===== src/rtl/cmd_defs.sv =====
// rtl/cmd_defs.sv - shared state encoding, command codes and address width for the UART command decoder
package cmd_defs;

    localparam int         ADDR_W     = 24;
    localparam logic [7:0] CMD_WR_DEF = 8'h55;
    localparam logic [7:0] CMD_RD_DEF = 8'haa;

    typedef enum logic [1:0] {
        ST_IDLE    = 2'd0,
        ST_ADDR    = 2'd1,
        ST_PAYLOAD = 2'd2,
        ST_TRIG    = 2'd3
    } state_t;

endpackage


===== src/rtl/cmd_timeout_cnt.sv =====
// rtl/cmd_timeout_cnt.sv - clearable saturating inter-byte gap counter with expiry strobe
module cmd_timeout_cnt #(
    parameter int TIMEOUT_CYC = 1000
) (
    input  logic i_clk,
    input  logic i_rst_n,
    input  logic i_clr,
    output logic o_expire
);

    localparam int               CNT_W   = $clog2(TIMEOUT_CYC + 2);
    localparam logic [CNT_W-1:0] CNT_MAX = '1;
    localparam logic [CNT_W-1:0] LIMIT   = CNT_W'((TIMEOUT_CYC > 0) ? TIMEOUT_CYC - 1 : 0);

    // r_cnt is the number of cycles since the last clear; the clearing edge itself counts as one,
    // so expiry here lets the registered error land exactly TIMEOUT_CYC cycles after the strobe.
    logic [CNT_W-1:0] r_cnt;

    // Count up while not cleared, holding at the top value so long gaps never wrap.
    always_ff @(posedge i_clk or negedge i_rst_n) begin
        if (!i_rst_n) begin
            r_cnt <= '0;
        end else if (i_clr) begin
            r_cnt <= CNT_W'(1);
        end else if (r_cnt != CNT_MAX) begin
            r_cnt <= r_cnt + CNT_W'(1);
        end
    end

    assign o_expire = (TIMEOUT_CYC != 0) && !i_clr && (r_cnt >= LIMIT);

endmodule


===== src/rtl/cmd_decode_plus.sv =====
// rtl/cmd_decode_plus.sv - UART frame decoder feeding the SDRAM write FIFO and controller triggers
module cmd_decode_plus
    import cmd_defs::*;
#(
    parameter int         PAYLOAD_BYTES = 4,
    parameter int         ADDR_BYTES    = 0,
    parameter logic [7:0] CMD_WR        = CMD_WR_DEF,
    parameter logic [7:0] CMD_RD        = CMD_RD_DEF,
    parameter int         TIMEOUT_CYC   = 1000
) (
    input  logic              sclk,
    input  logic              s_rst_n,
    input  logic              uart_flag,
    input  logic [7:0]        uart_data,
    input  logic              wfifo_full,
    output logic              wr_trig,
    output logic              rd_trig,
    output logic              wfifo_wr_en,
    output logic [7:0]        wfifo_data,
    output logic [ADDR_W-1:0] cmd_addr,
    output logic              frame_err,
    output logic              wfifo_ovf
);

    localparam logic [7:0] LAST_ADDR = 8'((ADDR_BYTES > 0) ? ADDR_BYTES - 1 : 0);
    localparam logic [7:0] LAST_PAY  = 8'(PAYLOAD_BYTES - 1);

    state_t            r_state, w_state_nxt;
    logic              r_op_wr, w_op_wr_nxt;
    logic [7:0]        r_idx, w_idx_nxt;
    logic [ADDR_W-1:0] r_addr_sh, w_addr_sh_nxt;
    logic              w_wr_en_nxt, w_err_nxt, w_ovf_nxt;
    logic              r_wr_trig, r_rd_trig, r_wr_en, r_err, r_ovf;
    logic [7:0]        r_wdata;
    logic [ADDR_W-1:0] r_cmd_addr;
    logic              w_tmo_clr, w_tmo_expire;

    // Gap timer only runs while a frame is open; TRIG behaves like IDLE for decoding.
    assign w_tmo_clr = uart_flag || (r_state == ST_IDLE) || (r_state == ST_TRIG);

    cmd_timeout_cnt #(
        .TIMEOUT_CYC(TIMEOUT_CYC)
    ) u_timeout (
        .i_clk   (sclk),
        .i_rst_n (s_rst_n),
        .i_clr   (w_tmo_clr),
        .o_expire(w_tmo_expire)
    );

    // Frame parser: decides the next state and what the registered outputs show next cycle.
    always_comb begin
        w_state_nxt   = r_state;
        w_op_wr_nxt   = r_op_wr;
        w_idx_nxt     = r_idx;
        w_addr_sh_nxt = r_addr_sh;
        w_wr_en_nxt   = 1'b0;
        w_err_nxt     = 1'b0;
        w_ovf_nxt     = r_ovf;
        unique case (r_state)
            ST_IDLE, ST_TRIG: begin
                // A byte arriving during TRIG starts the next frame without being lost.
                w_state_nxt = ST_IDLE;
                if (uart_flag) begin
                    if (uart_data == CMD_WR) begin
                        w_op_wr_nxt   = 1'b1;
                        w_ovf_nxt     = 1'b0;
                        w_idx_nxt     = '0;
                        w_addr_sh_nxt = '0;
                        if (ADDR_BYTES > 0) w_state_nxt = ST_ADDR;
                        else                w_state_nxt = ST_PAYLOAD;
                    end else if (uart_data == CMD_RD) begin
                        w_op_wr_nxt   = 1'b0;
                        w_idx_nxt     = '0;
                        w_addr_sh_nxt = '0;
                        if (ADDR_BYTES > 0) w_state_nxt = ST_ADDR;
                        else                w_state_nxt = ST_TRIG;
                    end else begin
                        w_err_nxt = 1'b1;
                    end
                end
            end
            ST_ADDR: begin
                if (w_tmo_expire) begin
                    w_err_nxt   = 1'b1;
                    w_state_nxt = ST_IDLE;
                end else if (uart_flag) begin
                    w_addr_sh_nxt = {r_addr_sh[ADDR_W-9:0], uart_data};
                    if (r_idx == LAST_ADDR) begin
                        w_idx_nxt = '0;
                        if (r_op_wr) w_state_nxt = ST_PAYLOAD;
                        else         w_state_nxt = ST_TRIG;
                    end else begin
                        w_idx_nxt = r_idx + 8'd1;
                    end
                end
            end
            ST_PAYLOAD: begin
                if (w_tmo_expire) begin
                    w_err_nxt   = 1'b1;
                    w_state_nxt = ST_IDLE;
                end else if (uart_flag) begin
                    // A byte refused by a full FIFO still counts toward the frame length.
                    if (!wfifo_full) w_wr_en_nxt = 1'b1;
                    else             w_ovf_nxt   = 1'b1;
                    if (r_idx == LAST_PAY) begin
                        w_idx_nxt   = '0;
                        w_state_nxt = ST_TRIG;
                    end else begin
                        w_idx_nxt = r_idx + 8'd1;
                    end
                end
            end
        endcase
    end

    // FSM state register.
    always_ff @(posedge sclk or negedge s_rst_n) begin
        if (!s_rst_n) begin
            r_state <= ST_IDLE;
        end else begin
            r_state <= w_state_nxt;
        end
    end

    // Frame context and registered outputs; trigger and last FIFO write share one edge.
    always_ff @(posedge sclk or negedge s_rst_n) begin
        if (!s_rst_n) begin
            r_op_wr    <= 1'b0;
            r_idx      <= '0;
            r_addr_sh  <= '0;
            r_wr_trig  <= 1'b0;
            r_rd_trig  <= 1'b0;
            r_wr_en    <= 1'b0;
            r_wdata    <= '0;
            r_cmd_addr <= '0;
            r_err      <= 1'b0;
            r_ovf      <= 1'b0;
        end else begin
            r_op_wr   <= w_op_wr_nxt;
            r_idx     <= w_idx_nxt;
            r_addr_sh <= w_addr_sh_nxt;
            r_wr_trig <= (w_state_nxt == ST_TRIG) && w_op_wr_nxt;
            r_rd_trig <= (w_state_nxt == ST_TRIG) && !w_op_wr_nxt;
            r_wr_en   <= w_wr_en_nxt;
            r_err     <= w_err_nxt;
            r_ovf     <= w_ovf_nxt;
            if (w_wr_en_nxt) r_wdata <= uart_data;
            if (w_state_nxt == ST_TRIG) r_cmd_addr <= w_addr_sh_nxt;
        end
    end

    assign wr_trig     = r_wr_trig;
    assign rd_trig     = r_rd_trig;
    assign wfifo_wr_en = r_wr_en;
    assign wfifo_data  = r_wdata;
    assign cmd_addr    = r_cmd_addr;
    assign frame_err   = r_err;
    assign wfifo_ovf   = r_ovf;

endmodule


===== config.mk =====
export PLATFORM = sky130hd
export DESIGN_NAME = cmd_decode_plus
export DESIGN_NICKNAME = d
export VERILOG_FILES = /design/src/rtl/cmd_defs.sv /design/src/rtl/cmd_timeout_cnt.sv /design/src/rtl/cmd_decode_plus.sv
export SDC_FILE = /design/constraint.sdc
export NUM_CORES = 1
export LEC_CHECK = 0
export BUFFER_PORTS_ARGS = -buffer_cell sky130_fd_sc_hd__buf_2
export CORE_MARGIN = 8
export CORE_UTILIZATION = 51
export DETAILED_ROUTE_END_ITERATION = 6
export GPL_ROUTABILITY_DRIVEN = 0
export PLACE_DENSITY = 0.75
export SYNTH_ARGS = -nofsm -noshare
export SYNTH_HDL_FRONTEND = slang
export SYNTH_SLANG_ARGS = --single-unit

===== constraint.sdc =====
create_clock -name sclk -period 2.2 [get_ports sclk]
set_input_delay 0.11 -clock sclk [delete_from_list [all_inputs] [get_ports sclk]]
set_output_delay 0.11 -clock sclk [all_outputs]
set_load 0.02 [all_outputs]

==> impl_metrics.tcl <==
set metrics [dict create \
    status "finished, violations left" \
    violations "negative setup slack" \
    clockBufferDepth 2 \
    worstHoldStart "uart_data[1]" \
    p_leak_nw 2.35 \
    wl_per_cell_um 17.1 \
    period_share_pct 103 \
    via_per_inst 5.49 \
    finalWorstSetupSlack_ps -67.1 \
    skew_ps 17.2 \
    synth_ff_type "dfrtp_1" \
    synth_edf_count 0 \
    synth_top_cell_area_share_pct 57.2 \
    grt_max_degree 44 \
    first_global_vias 2575 \
    crit_slowest_cell "dfrtp_2" \
    cp.required_ps 2440 \
    drive_gt1_share_pct 39.3 \
    synth_cell_types 46 \
    tightest_slew_ps 553 \
    crit_buf_inv 3 \
    fin_nets 401 \
    areaGrowthSynthToFinish_pct 29.8 \
    muxShareOfSynthArea_pct 8.41 \
    syn_area_mm2 0.00359 \
    clkLatencyLatePin_ps 360 \
    worstReg2RegEnd "cmd_addr[12]" \
    r2r_setup_slack_ps -70 \
    hold_class "primary input to flop" \
    yosys-top-cells-count "dfrtp_1, nand2_1, a22o_1" \
    synth_area_leaders "dfrtp_1, mux2_2, a22o_1" \
    max_stage_delay_ps 430 \
    hold_slack_ps 9.13 \
    final_antenna_net_count 0 \
    cts_buffers 9 \
    syn_area_per_cell_um2 12.2 \
    cp.arrival_ps 2510 \
    reg2regPathDepth 8 \
    crit_path_end_kind "flop" \
    synth_most_common_cell "dfrtp_1" \
    setup_viol 24 \
    worstSetupStartpointType "flop" \
    synth_simple_gate_area_share_pct 13.3 \
    synth_nets 312 \
    path_max_fanout 6 \
    vdd_drop_max_v 0.000537 \
    grt_pass1_wl_um 12900 \
    crit_type "flop to flop" \
    dieArea_mm2 0.00997 \
    yosysWarningCount 0 \
    pin_count 49 \
    drt_iter0_drc 116 \
    max_freq_mhz 441 \
    num_vias 2650 \
    cts_sinks 82 \
    cp_top_family "buffers and inverters" \
    gr-total-overflow 0 \
    slew_headroom_pct 63.1 \
    post-route-drc-count 0 \
    synth_cells 293 \
    total_power_mw 2.72 \
    clk_pin_slew_ps 90 \
    met3_usage_pct 4.36 \
    row_count 30 \
    met2_usage_pct 25.1 \
    fin_tns_setup_ps -1230 \
    cts_max_level 3 \
    fin_crit_ps 2270 \
    drtPass1Iterations 4 \
    yosysSeqAreaShare_pct 57.2 \
    synth_top_family_by_area "compound AO/OA/AOI/OAI gates" \
    synthAdderAreaFrac_pct 2.44 \
    maxCapViolations 0 \
    grtUsageTotal_pct 16.2 \
    antenna_found_initial 0 \
    drv_slew 0 \
    cts_tree "done" \
    use_met1_pct 21.2 \
    cp_num_cells 8 \
    crit_chain "nor4_4 -> buf_4 -> o2111ai_1 -> o311a_4 -> a221oi_4 -> buf_6 -> clkbuf_16 -> mux2_4" \
    critPathLaunch "r_idx[5]" \
    timing.rr.start "r_idx[5]" \
    rsz0062_at_grt "true" \
    p_per_area_mw_per_mm2 584 \
    place.port_buffers 48 \
    finalHoldViolCount 0 \
    synth_compound_area_share_pct 15.1 \
    root_buffer "clkbuf_8" \
    ys_ff_latch 82 \
    core_mm2 0.00679 \
    synthArstFlopShare_pct 100 \
    diodes 0 \
    initial_core_util_pct 52.8 \
    grt.busiest_layer "met2" \
    synth_xor_area_share_pct 0.977 \
    hpwl_um 5160 \
    synth_top_area_cell "dfrtp_1" \
    die_w_um 99.9 \
    wirelength_um 8240 \
    setup.worst_path.end "cmd_addr[12]" \
    fp.dieH_um 99.9 \
]
## cell families (layout without fill, tap and decap cells)
group / count (synthesis) / in the layout
AND/OR/NAND/NOR: 86 / 86
flip-flops: 82 / 82
AO/OA/AOI/OAI: 68 / 68
multiplexers: 27 / 27
buffers and inverters: 19 / 113
adder cells (fa/ha/maj): 7 / 7
XOR/XNOR: 4 / 4
## area by class of cell
| class | count | area (µm²) |
|---|---|---|
| clock buffers | 9 | 124 |
| clock inverters | 7 | 70.1 |
| fillers | 482 | 2140 |
| inverters | 9 | 33.8 |
| multi-input cells | 192 | 1610 |
| flip-flops and latches | 82 | 2050 |
| well taps | 96 | 120 |
| repair buffers | 88 | 644 |
## metal layers
| layer | part of all wire (%) | wire length [µm] |
|---|---|---|
| met5 | 0 | 0 |
| met4 | 0.58 | 48 |
| met3 | 3.5 | 287 |
| met2 | 50 | 4090 |
| met1 | 46 | 3810 |
## worst min-delay path, stage by stage
cell	delay (ps)
buf_2	120
nand2_1	50
nand2_1	50
## cell usage in the layout (no fill, tap or decap), drive strengths merged, types with 5 or more instances in the layout
| master | n |
|---|---|
| nor2b | 8 |
| clkbuf | 11 |
| o21ai | 11 |
| mux2 | 25 |
| a21oi | 6 |
| nand3 | 5 |
| ha | 7 |
| inv | 12 |
| dfrtp | 82 |
| a22o | 30 |
| and2 | 6 |
| a31oi | 6 |
| dlygate4sd3 | 7 |
| nor2 | 11 |
| nand2 | 34 |
| and3 | 8 |
| buf | 79 |
## flip-flops by register name, summed over array words and instances (netlist names)
register,flops
wr_trig,1
cmd_addr,24
wfifo_data,8
r_state,2
r_addr_sh,24
wfifo_wr_en,1
u_timeout.r_cnt,10
rd_trig,1
frame_err,1
r_idx,8
r_op_wr,1
wfifo_ovf,1
## power breakdown
part | internal, mW | switching (mW) | leakage, nW
combinational | 0.0656 | 0.0811 | 1.13
clock | 0.441 | 0.606 | 0.0955
sequential | 1.52 | 0.00628 | 1.13
## worst min-delay path by stage
stage,slack (ps),depth (start not counted),endpoint
6_report,9,3,wfifo_data[1]
4_1_cts,0.7,3,wfifo_data[6]
5_1_grt,9,3,wfifo_data[1]
3_5_place_dp,140,1,u_timeout.r_cnt[4]
2_1_floorplan,-190,0,cmd_addr[0]
3_3_place_gp,130,1,u_timeout.r_cnt[9]
## stage by stage
step                area, µm²  utilization (%)  setup slack [ps]  cells
finish                   4650             68.5             -67.1    483
CTS                      4400             64.8             -33.4    471
detailed placement       4130             60.8             -40.7    448
global placement         4130             60.8              22.7    448
floorplan                3640                -             -48.2    293
global route             4650             68.5              -141    483
## timing repair
action,in CTS,in global routing
endpoints found under the hold margin,48,0
gates resized for setup,2,30
hold buffers,7,0
endpoints found under the setup margin,24,24
pin swaps,0,7
gates cloned,0,3
buffers inserted,0,9
Power figures use the tool's default switching activity.
